<file path="src/rtl/msp430_pkg.sv">
`default_nettype none
// ============================================================================
//  Module      : msp430_pkg
//  Description : Shared constants and types for the MSP430 PC sequencer.
//  Revision    : 1.0 - initial release
// ============================================================================
package msp430_pkg;

   // Next-PC select codes driven by the control unit
   localparam logic [2:0] MPC_HOLD   = 3'd0;
   localparam logic [2:0] MPC_INC2   = 3'd1;
   localparam logic [2:0] MPC_CALC   = 3'd2;
   localparam logic [2:0] MPC_MDB_SH = 3'd3;
   localparam logic [2:0] MPC_MDB    = 3'd4;
   localparam logic [2:0] MPC_INC4   = 3'd5;
   localparam logic [2:0] MPC_JMP    = 3'd6;
   localparam logic [2:0] MPC_RSVD   = 3'd7;

   localparam logic [15:0] DEF_RESET_VECTOR = 16'hFFFE;

   typedef enum logic [1:0] {
      ST_RST_FETCH = 2'd0,
      ST_RUN       = 2'd1,
      ST_INT_FETCH = 2'd2
   } pc_state_t;

endpackage : msp430_pkg
`default_nettype wire

</file>
<file path="src/rtl/pc_next_sel.sv">
`default_nettype none
// ============================================================================
//  Module      : pc_next_sel
//  Description : Combinational next-PC selector with relative-jump adder.
//  Revision    : 1.0 - initial release
// ============================================================================
module pc_next_sel
   import msp430_pkg::*;
#(
   parameter int W         = 16,
   parameter int JMP_OFF_W = 10
) (
   input  logic [2:0]           mpc,
   input  logic [W-1:0]         pc,
   input  logic [W-1:0]         mdb_out,
   input  logic [W-1:0]         calc_out,
   input  logic [JMP_OFF_W-1:0] jmp_off,
   output logic [W-1:0]         next_pc,
   output logic                 rsvd
);

   logic [W-1:0] w_jmp_ext;
   logic [W-1:0] w_jmp_byte;
   logic [W-1:0] w_sel;

   // Word offset -> byte offset; all arithmetic wraps modulo 2^W
   assign w_jmp_ext  = W'($signed(jmp_off));
   assign w_jmp_byte = {w_jmp_ext[W-2:0], 1'b0};

   always_comb begin
      w_sel = pc;
      rsvd  = 1'b0;
      case (mpc)
         MPC_HOLD:   w_sel = pc;
         MPC_INC2:   w_sel = pc + W'(2);
         MPC_CALC:   w_sel = calc_out;
         MPC_MDB_SH: w_sel = {mdb_out[W-2:0], 1'b0};
         MPC_MDB:    w_sel = mdb_out;
         MPC_INC4:   w_sel = pc + W'(4);
         MPC_JMP:    w_sel = pc + W'(2) + w_jmp_byte;
         MPC_RSVD:   rsvd  = 1'b1;
         default:    rsvd  = 1'b1;
      endcase
   end

   assign next_pc = w_sel & ~W'(1);

endmodule : pc_next_sel
`default_nettype wire

</file>
<file path="src/rtl/pc_seq_unit.sv">
`default_nettype none
// ============================================================================
//  Module      : pc_seq_unit
//  Description : Registered PC sequencer with reset/interrupt vector fetch.
//  Revision    : 1.0 - initial release
// ============================================================================
module pc_seq_unit
   import msp430_pkg::*;
#(
   parameter int             W            = 16,
   parameter logic [W-1:0]   RESET_VECTOR = W'(DEF_RESET_VECTOR),
   parameter int             JMP_OFF_W    = 10
) (
   input  logic                 clk,
   input  logic                 rst_n,
   input  logic [2:0]           MPC,
   input  logic                 pc_en,
   input  logic [W-1:0]         MDB_out,
   input  logic [W-1:0]         CALC_out,
   input  logic [JMP_OFF_W-1:0] jmp_off,
   input  logic                 irq,
   input  logic [W-1:0]         irq_vec_addr,
   output logic                 vec_req,
   output logic [W-1:0]         vec_addr,
   input  logic                 vec_ack,
   input  logic [W-1:0]         vec_data,
   output logic [W-1:0]         reg_PC_out,
   output logic                 busy,
   output logic                 irq_taken,
   output logic                 sel_err
);

   pc_state_t    r_state,     w_state_nxt;
   logic [W-1:0] r_pc,        w_pc_nxt;
   logic         r_vec_req,   w_vec_req_nxt;
   logic [W-1:0] r_vec_addr,  w_vec_addr_nxt;
   logic         r_busy,      w_busy_nxt;
   logic         r_irq_taken, w_irq_taken_nxt;
   logic         r_sel_err,   w_sel_err_nxt;

   logic [W-1:0] w_sel_pc;
   logic         w_sel_rsvd;

   pc_next_sel #(
      .W         (W),
      .JMP_OFF_W (JMP_OFF_W)
   ) u_next_sel (
      .mpc      (MPC),
      .pc       (r_pc),
      .mdb_out  (MDB_out),
      .calc_out (CALC_out),
      .jmp_off  (jmp_off),
      .next_pc  (w_sel_pc),
      .rsvd     (w_sel_rsvd)
   );

   always_comb begin
      w_state_nxt     = r_state;
      w_pc_nxt        = r_pc;
      w_vec_req_nxt   = r_vec_req;
      w_vec_addr_nxt  = r_vec_addr;
      w_busy_nxt      = r_busy;
      w_irq_taken_nxt = 1'b0;
      w_sel_err_nxt   = r_sel_err;

      case (r_state)
         ST_RST_FETCH, ST_INT_FETCH: begin
            // An ack only counts once the request is actually on the bus
            if (r_vec_req && vec_ack) begin
               w_pc_nxt        = vec_data & ~W'(1);
               w_vec_req_nxt   = 1'b0;
               w_busy_nxt      = 1'b0;
               w_irq_taken_nxt = (r_state == ST_INT_FETCH);
               w_state_nxt     = ST_RUN;
            end else begin
               w_vec_req_nxt = 1'b1;
               w_busy_nxt    = 1'b1;
            end
         end
         ST_RUN: begin
            if (irq) begin
               w_vec_addr_nxt = irq_vec_addr;
               w_vec_req_nxt  = 1'b1;
               w_busy_nxt     = 1'b1;
               w_state_nxt    = ST_INT_FETCH;
            end else if (pc_en) begin
               w_pc_nxt = w_sel_pc;
               if (w_sel_rsvd) begin
                  w_sel_err_nxt = 1'b1;
               end
            end
         end
         default: begin
            w_state_nxt = ST_RST_FETCH;
         end
      endcase
   end

   always_ff @(posedge clk or negedge rst_n) begin
      if (!rst_n) begin
         r_state     <= ST_RST_FETCH;
         r_pc        <= '0;
         r_vec_req   <= 1'b0;
         r_vec_addr  <= RESET_VECTOR;
         r_busy      <= 1'b1;
         r_irq_taken <= 1'b0;
         r_sel_err   <= 1'b0;
      end else begin
         r_state     <= w_state_nxt;
         r_pc        <= w_pc_nxt;
         r_vec_req   <= w_vec_req_nxt;
         r_vec_addr  <= w_vec_addr_nxt;
         r_busy      <= w_busy_nxt;
         r_irq_taken <= w_irq_taken_nxt;
         r_sel_err   <= w_sel_err_nxt;
      end
   end

   assign reg_PC_out = r_pc;
   assign vec_req    = r_vec_req;
   assign vec_addr   = r_vec_addr;
   assign busy       = r_busy;
   assign irq_taken  = r_irq_taken;
   assign sel_err    = r_sel_err;

endmodule : pc_seq_unit
`default_nettype wire

</file>
<file path="config.mk">
export PLATFORM = sky130hd
export DESIGN_NAME = pc_seq_unit
export DESIGN_NICKNAME = d
export VERILOG_FILES = /design/src/rtl/msp430_pkg.sv /design/src/rtl/pc_next_sel.sv /design/src/rtl/pc_seq_unit.sv
export SDC_FILE = /design/constraint.sdc
export NUM_CORES = 1
export LEC_CHECK = 0
export ABC_CLOCK_PERIOD_IN_PS = 3700
export CAP_MARGIN = 10
export CORE_ASPECT_RATIO = 1.1
export CORE_MARGIN = 2
export CORE_UTILIZATION = 45
export DETAILED_ROUTE_END_ITERATION = 10
export GPL_ROUTABILITY_DRIVEN = 0
export PLACE_DENSITY = 0.76
export RECOVER_POWER = 25
export SYNTH_ARGS = -nofsm -noshare
export SYNTH_HDL_FRONTEND = slang
export SYNTH_HIERARCHICAL = 1
export SYNTH_SLANG_ARGS = --single-unit
</file>
<file path="constraint.sdc">
create_clock -name clk -period 3.7 [get_ports clk]
set_input_delay 0.74 -clock clk [delete_from_list [all_inputs] [get_ports clk]]
set_output_delay 0.74 -clock clk [all_outputs]
set_load 0.01 [all_outputs]
</file>
### Yosys cells after proc, flatten, opt, wreduce, memory -nomap -nowiden

Cells that the tools add are included.

* $add $sub $neg: 3
* equality and inequality tests: 14
* mux-type cells: 14
* bitwise logic cells: 1
* reduce and logical (&&, ||, !) cells: 10

Operators by type and width (count)
* 16-bit one-hot mux with 6 select lines: 1
* 16-bit two-way mux: 3
* 16-bit one-hot mux with 2 select lines: 1
* 16-bit adder: 1
* 16-bit by 2-bit adder with 16-bit output, second input constant: 1
* 16-bit by 3-bit adder with 16-bit output, second input constant: 1
* 3-bit equality test, second input constant: 4
* 2-bit != test, second input constant: 4
* 4-bit AND reduction: 2
* 7-bit by 1-bit != test with 1-bit output, second input constant: 1
* 3-bit by 2-bit equality test with 1-bit output, second input constant: 2
* 2-bit AND reduction: 3
* 1-bit two-way mux: 5
* 5-bit AND reduction: 1
* 2-bit two-way mux: 2
* 2-bit one-hot mux with 2 select lines: 1
* 3-bit by 1-bit equality test with 1-bit output, second input constant: 1
* 2-bit by 1-bit equality test with 1-bit output, second input constant: 1
* 2-bit equality test, second input constant: 1
* 2-bit logical NOT: 1
* 1-bit one-hot mux with 2 select lines: 1
* 2-bit nonzero test: 1
* 2-bit OR reduction: 1
* 1-bit logical AND: 1
* 1-bit inverter: 1

* register bits after elaboration: 38
* input port bits: 82
* output and inout port bits: 36
* word-level logic and storage cells: 50

### Longest topological paths before layout

* depth in word-level cells: 6
* mapped depth: 15
* depth with buffers taken out: 14

### Hierarchy

The synthesis kept the hierarchy.

By module, submodules not included
* pc_next_sel: times used 1, cells an instance 351, area each 2369.8 um2, sequential area each 0.0 um2
* pc_seq_unit: times used 1, cells an instance 108, area each 1676.6 um2, sequential area each 970.9 um2

### Worst setup path after synthesis

Ideal clock, no wire load.

* path kind: register -> register
* start: register r_pc[2], in the netlist reg_PC_out[2]
* end: register r_pc[14], in the netlist reg_PC_out[14]
* library setup time: 125 ps
* arrival time: 3231 ps
* required time: 3575 ps
* setup slack: 344 ps
* cell stages (with the launch flop): 16
* path buffers: 1
* period minus slack after synthesis: 3356 ps
* cells stage by stage: dfrtp_1 -> ha_1 -> and4_1 -> nand3_1 -> or2_1 -> xnor2_1 -> ha_1 -> buf_2 -> and3_1 -> nand4_1 -> o221a_2 -> o21a_1 -> xnor2_1 -> o22ai_1 -> mux2_4 -> mux2_2

* longest elaborated chain between the ends: 6
* elaborated cells on any way between the ends: 7
* those cells by class: add/sub (3); mux (4)

RTL lines
* start: declaration: line pc_seq_unit.sv:34 `logic [W-1:0] r_pc, w_pc_nxt;`
* start signal: assignment: line pc_seq_unit.sv:110 `r_pc <= w_pc_nxt;`
* 16-bit by 2-bit adder with 16-bit output: line pc_next_sel.sv:35, pc_next_sel.sv:40
* 16-bit adder: line pc_next_sel.sv:40 `MPC_JMP: w_sel = pc + W'(2) + w_jmp_byte;`
* 16-bit one-hot mux with 6 select lines *: line pc_next_sel.sv:33 `case (mpc)`
* net w_sel_pc[14]: line pc_seq_unit.sv:41 `logic [W-1:0] w_sel_pc;`
* 16-bit two-way mux *: line pc_seq_unit.sv:86 `end else if (pc_en) begin`
* 16-bit two-way mux *: line pc_seq_unit.sv:81 `if (irq) begin`
* 16-bit one-hot mux with 2 select lines *: line pc_seq_unit.sv:66 `case (r_state)`

Mark *: on every way through the listed nets, which the timed path passes. The rest lies on a longest branch. The select of a mux whose other input is x is not followed.
A chain may end at the register's enable or synchronous reset.

### Worst setup path in the final report

* start: register r_pc[3], in the netlist reg_PC_out[3]
* end: register r_pc[14], in the netlist reg_PC_out[14]

Same word-level chain as after synthesis.

==> metrics.yaml <==
end_kind: "flop"
grt.total_usage_pct: 24.3
placed_area_um2: 5250
die_area_um2: 9770
area_growth_pct: 32.2
port_buffers: 115
synth_seq_cells: 38
initial_core_util_pct: 46.1
finalSetupViolCount: 0
final_cell_mix: "clkdlybuf4s50_1 (114), mux2_2 (41), nor2_1 (31)"
async_flop_share_pct: 100
min_path_type: "reg2reg"
cts_hold_buf: 0
grt_pass1_wl_um: 18900
leakagePower_nw: 2.15
cts.clk_slew.worst_paths_ps: 70
seq_area_frac_synth_pct: 24.0
final_nets: 665
n_antenna_cell: 0
crit_type: "reg2reg"
clk_latency_ps: 280
startpoint_type: "flop"
die_y_um: 103
synth.avg_cell_area_um2: 8.82
crit_arrival_ps: 3760
core_area_um2: 8780
synth_cells: 459
ff2ff_setup_slack_ps: 110
fmax_ghz: 0.279
grt_start_max_net_pins: 39
cts_inserted_buffers: 5
avgViaCountPerCell: 5.75
fin_setup_tns_ps: 0
drt_iter0_drc: 308
violations: "max-capacitance violations, max-slew violations"
critical_path.max_fanout: 7
row_count: 36
fillers: 772
slew_viol_final: 39
drtPass1Iterations: 6
ctsLongestPathBuffers: 2
fin_crit_sh_pct: 96.9
htree_levels: 2
powerDensity_nw_per_um2: 750
io_pins: 118
numClockSinks: 38
ys_warn_count: 6
design_area_um2: 5350
status: "complete, but fails checks"
vdd_ir_drop_max_mv: 0.472
whs_ps: 474
maxCapViolations: 1
ant_nets: 0
syn_area_um2: 4050
multi_input_area_um2: 2750
rsz0062_at_grt: "yes"
globalRouteOverflowTotal: 0
register_area_um2: 973
grt_pass1_vias: 3928
crit_required_ps: 3870
routed_wl_um: 11800
finalHoldViolCount: 0
die_w_um: 94.4
layout_min_cycle_time_ps: 3590
max_slew_margin_pct: -33.8
dp_hpwl_um: 9120
synth_edf_count: 0
ys_types: 80
worstMarginPinSlew_ps: 2010
cts_root_buf: "clkbuf_8"
fin_skew_ps: 5.32
drc: 0
synthFlopType: "dfrtp_1"
antenna_found_initial: 0
place_ws_ps: 52.8
layout_commonest_cell: "clkdlybuf4s50_1"
layout-drive-gt1-share_pct: 21.7
via_count: 3918
cts_tree: "yes"
power_mw: 4.01
synth_nets: 558
setup_ws_ps: 113
wire_per_inst_um: 17.3
cell type report:
cell class / count / area share [%]
Inverter: 19 / 1.33
Tap cell: 114 / 2.67
Multi-Input combinational cell: 364 / 51.5
Sequential cell: 38 / 18.2
Clock buffer: 7 / 1.61
Clock inverter: 1 / 0.0935
Timing Repair Buffer: 138 / 24.6
state kept, by name, summed over array words and instances, names as in the netlist:
signal	flops
reg_PC_out	16
vec_addr	16
r_state	2
busy	1
irq_taken	1
sel_err	1
vec_req	1
per-stage QoR:
stage / utilization [%] / cells
finish: 60.9 / 681
global route: 60.9 / 681
CTS: 60.8 / 680
detailed placement: 59.7 / 672
global placement: 59.7 / 672
floorplan: - / 459
cell families after synthesis:
group	Yosys count	share of synthesized area, %
other	1	0.0927
adders and majority gates	17	5.44
buffers and inverters	57	8.13
AOI/OAI and AO/OA	130	21.7
and+or+nand+nor	129	17.4
xor gates and xnor gates	33	7.33
DFF	38	24.0
muxes	54	15.9
cells in the mapped netlist (5+ instances only):
cell	n	area, µm²
a21o_1	6	45.0
o211ai_1	11	82.6
xnor2_1	18	158
ha_1	16	200
buf_6	5	56.3
nand3_1	12	60.1
dfrtp_1	22	551
a22oi_1	5	37.5
a21oi_1	28	140
nand2_1	27	101
mux2_4	8	120
dfstp_2	16	420
o22ai_1	5	31.3
buf_4	7	52.6
o21a_1	6	45.0
clkbuf_1	6	22.5
nor2b_1	5	31.3
inv_1	19	71.3
nand4_1	11	68.8
buf_2	17	85.1
nor2_1	31	116
mux2_2	41	462
nor3_1	7	35.0
o21ai_0	28	140
xor2_1	14	123
nand2b_1	5	31.3
what timing repair did:
item | in CTS | in global routing
gates resized for setup | 0 | 4
setup buffers | 0 | 1
endpoints found under the setup margin | 0 | 5
critical path, stage by stage, from the launching register on:
cell	delay (ps)
dfrtp_2	430
ha_1	190
and4_1	240
nand3_1	200
or2_4	330
xnor2_1	130
ha_1	330
and3_1	230
nand4_1	150
o221a_2	280
o21a_1	120
xnor2_1	200
o22ai_1	120
mux2_4	270
mux2_2	260
final timing paths:
path                          startpoint             end  cells past startpoint
max reg2reg                reg_PC_out[3]  reg_PC_out[14]                     14
min in group asynchronous          rst_n         vec_req                      1
min reg2reg                      sel_err         sel_err                      1
min                              sel_err         sel_err                      1
max                        reg_PC_out[3]  reg_PC_out[14]                     14
max in group asynchronous          rst_n   reg_PC_out[2]                      1
metal layers:
metal  share of wire, %  GRT usage, %  vias up
li1                   -             -     1894
met1                 41          29.9     1812
met2                 47          42.3      197
met3                 10          6.23       15
met4                1.7          7.02        0
met5                  0             0        -
report_power, final:
group | internal, mW | switching, mW | total (mW) | leakage (nW)
clock | 0.150 | 0.136 | 0.286 | 0.0482
sequential | 0.691 | 0.214 | 0.906 | 0.430
combinational | 1.45 | 1.37 | 2.82 | 1.67
No activity file was read; power rests on OpenSTA's default activity.
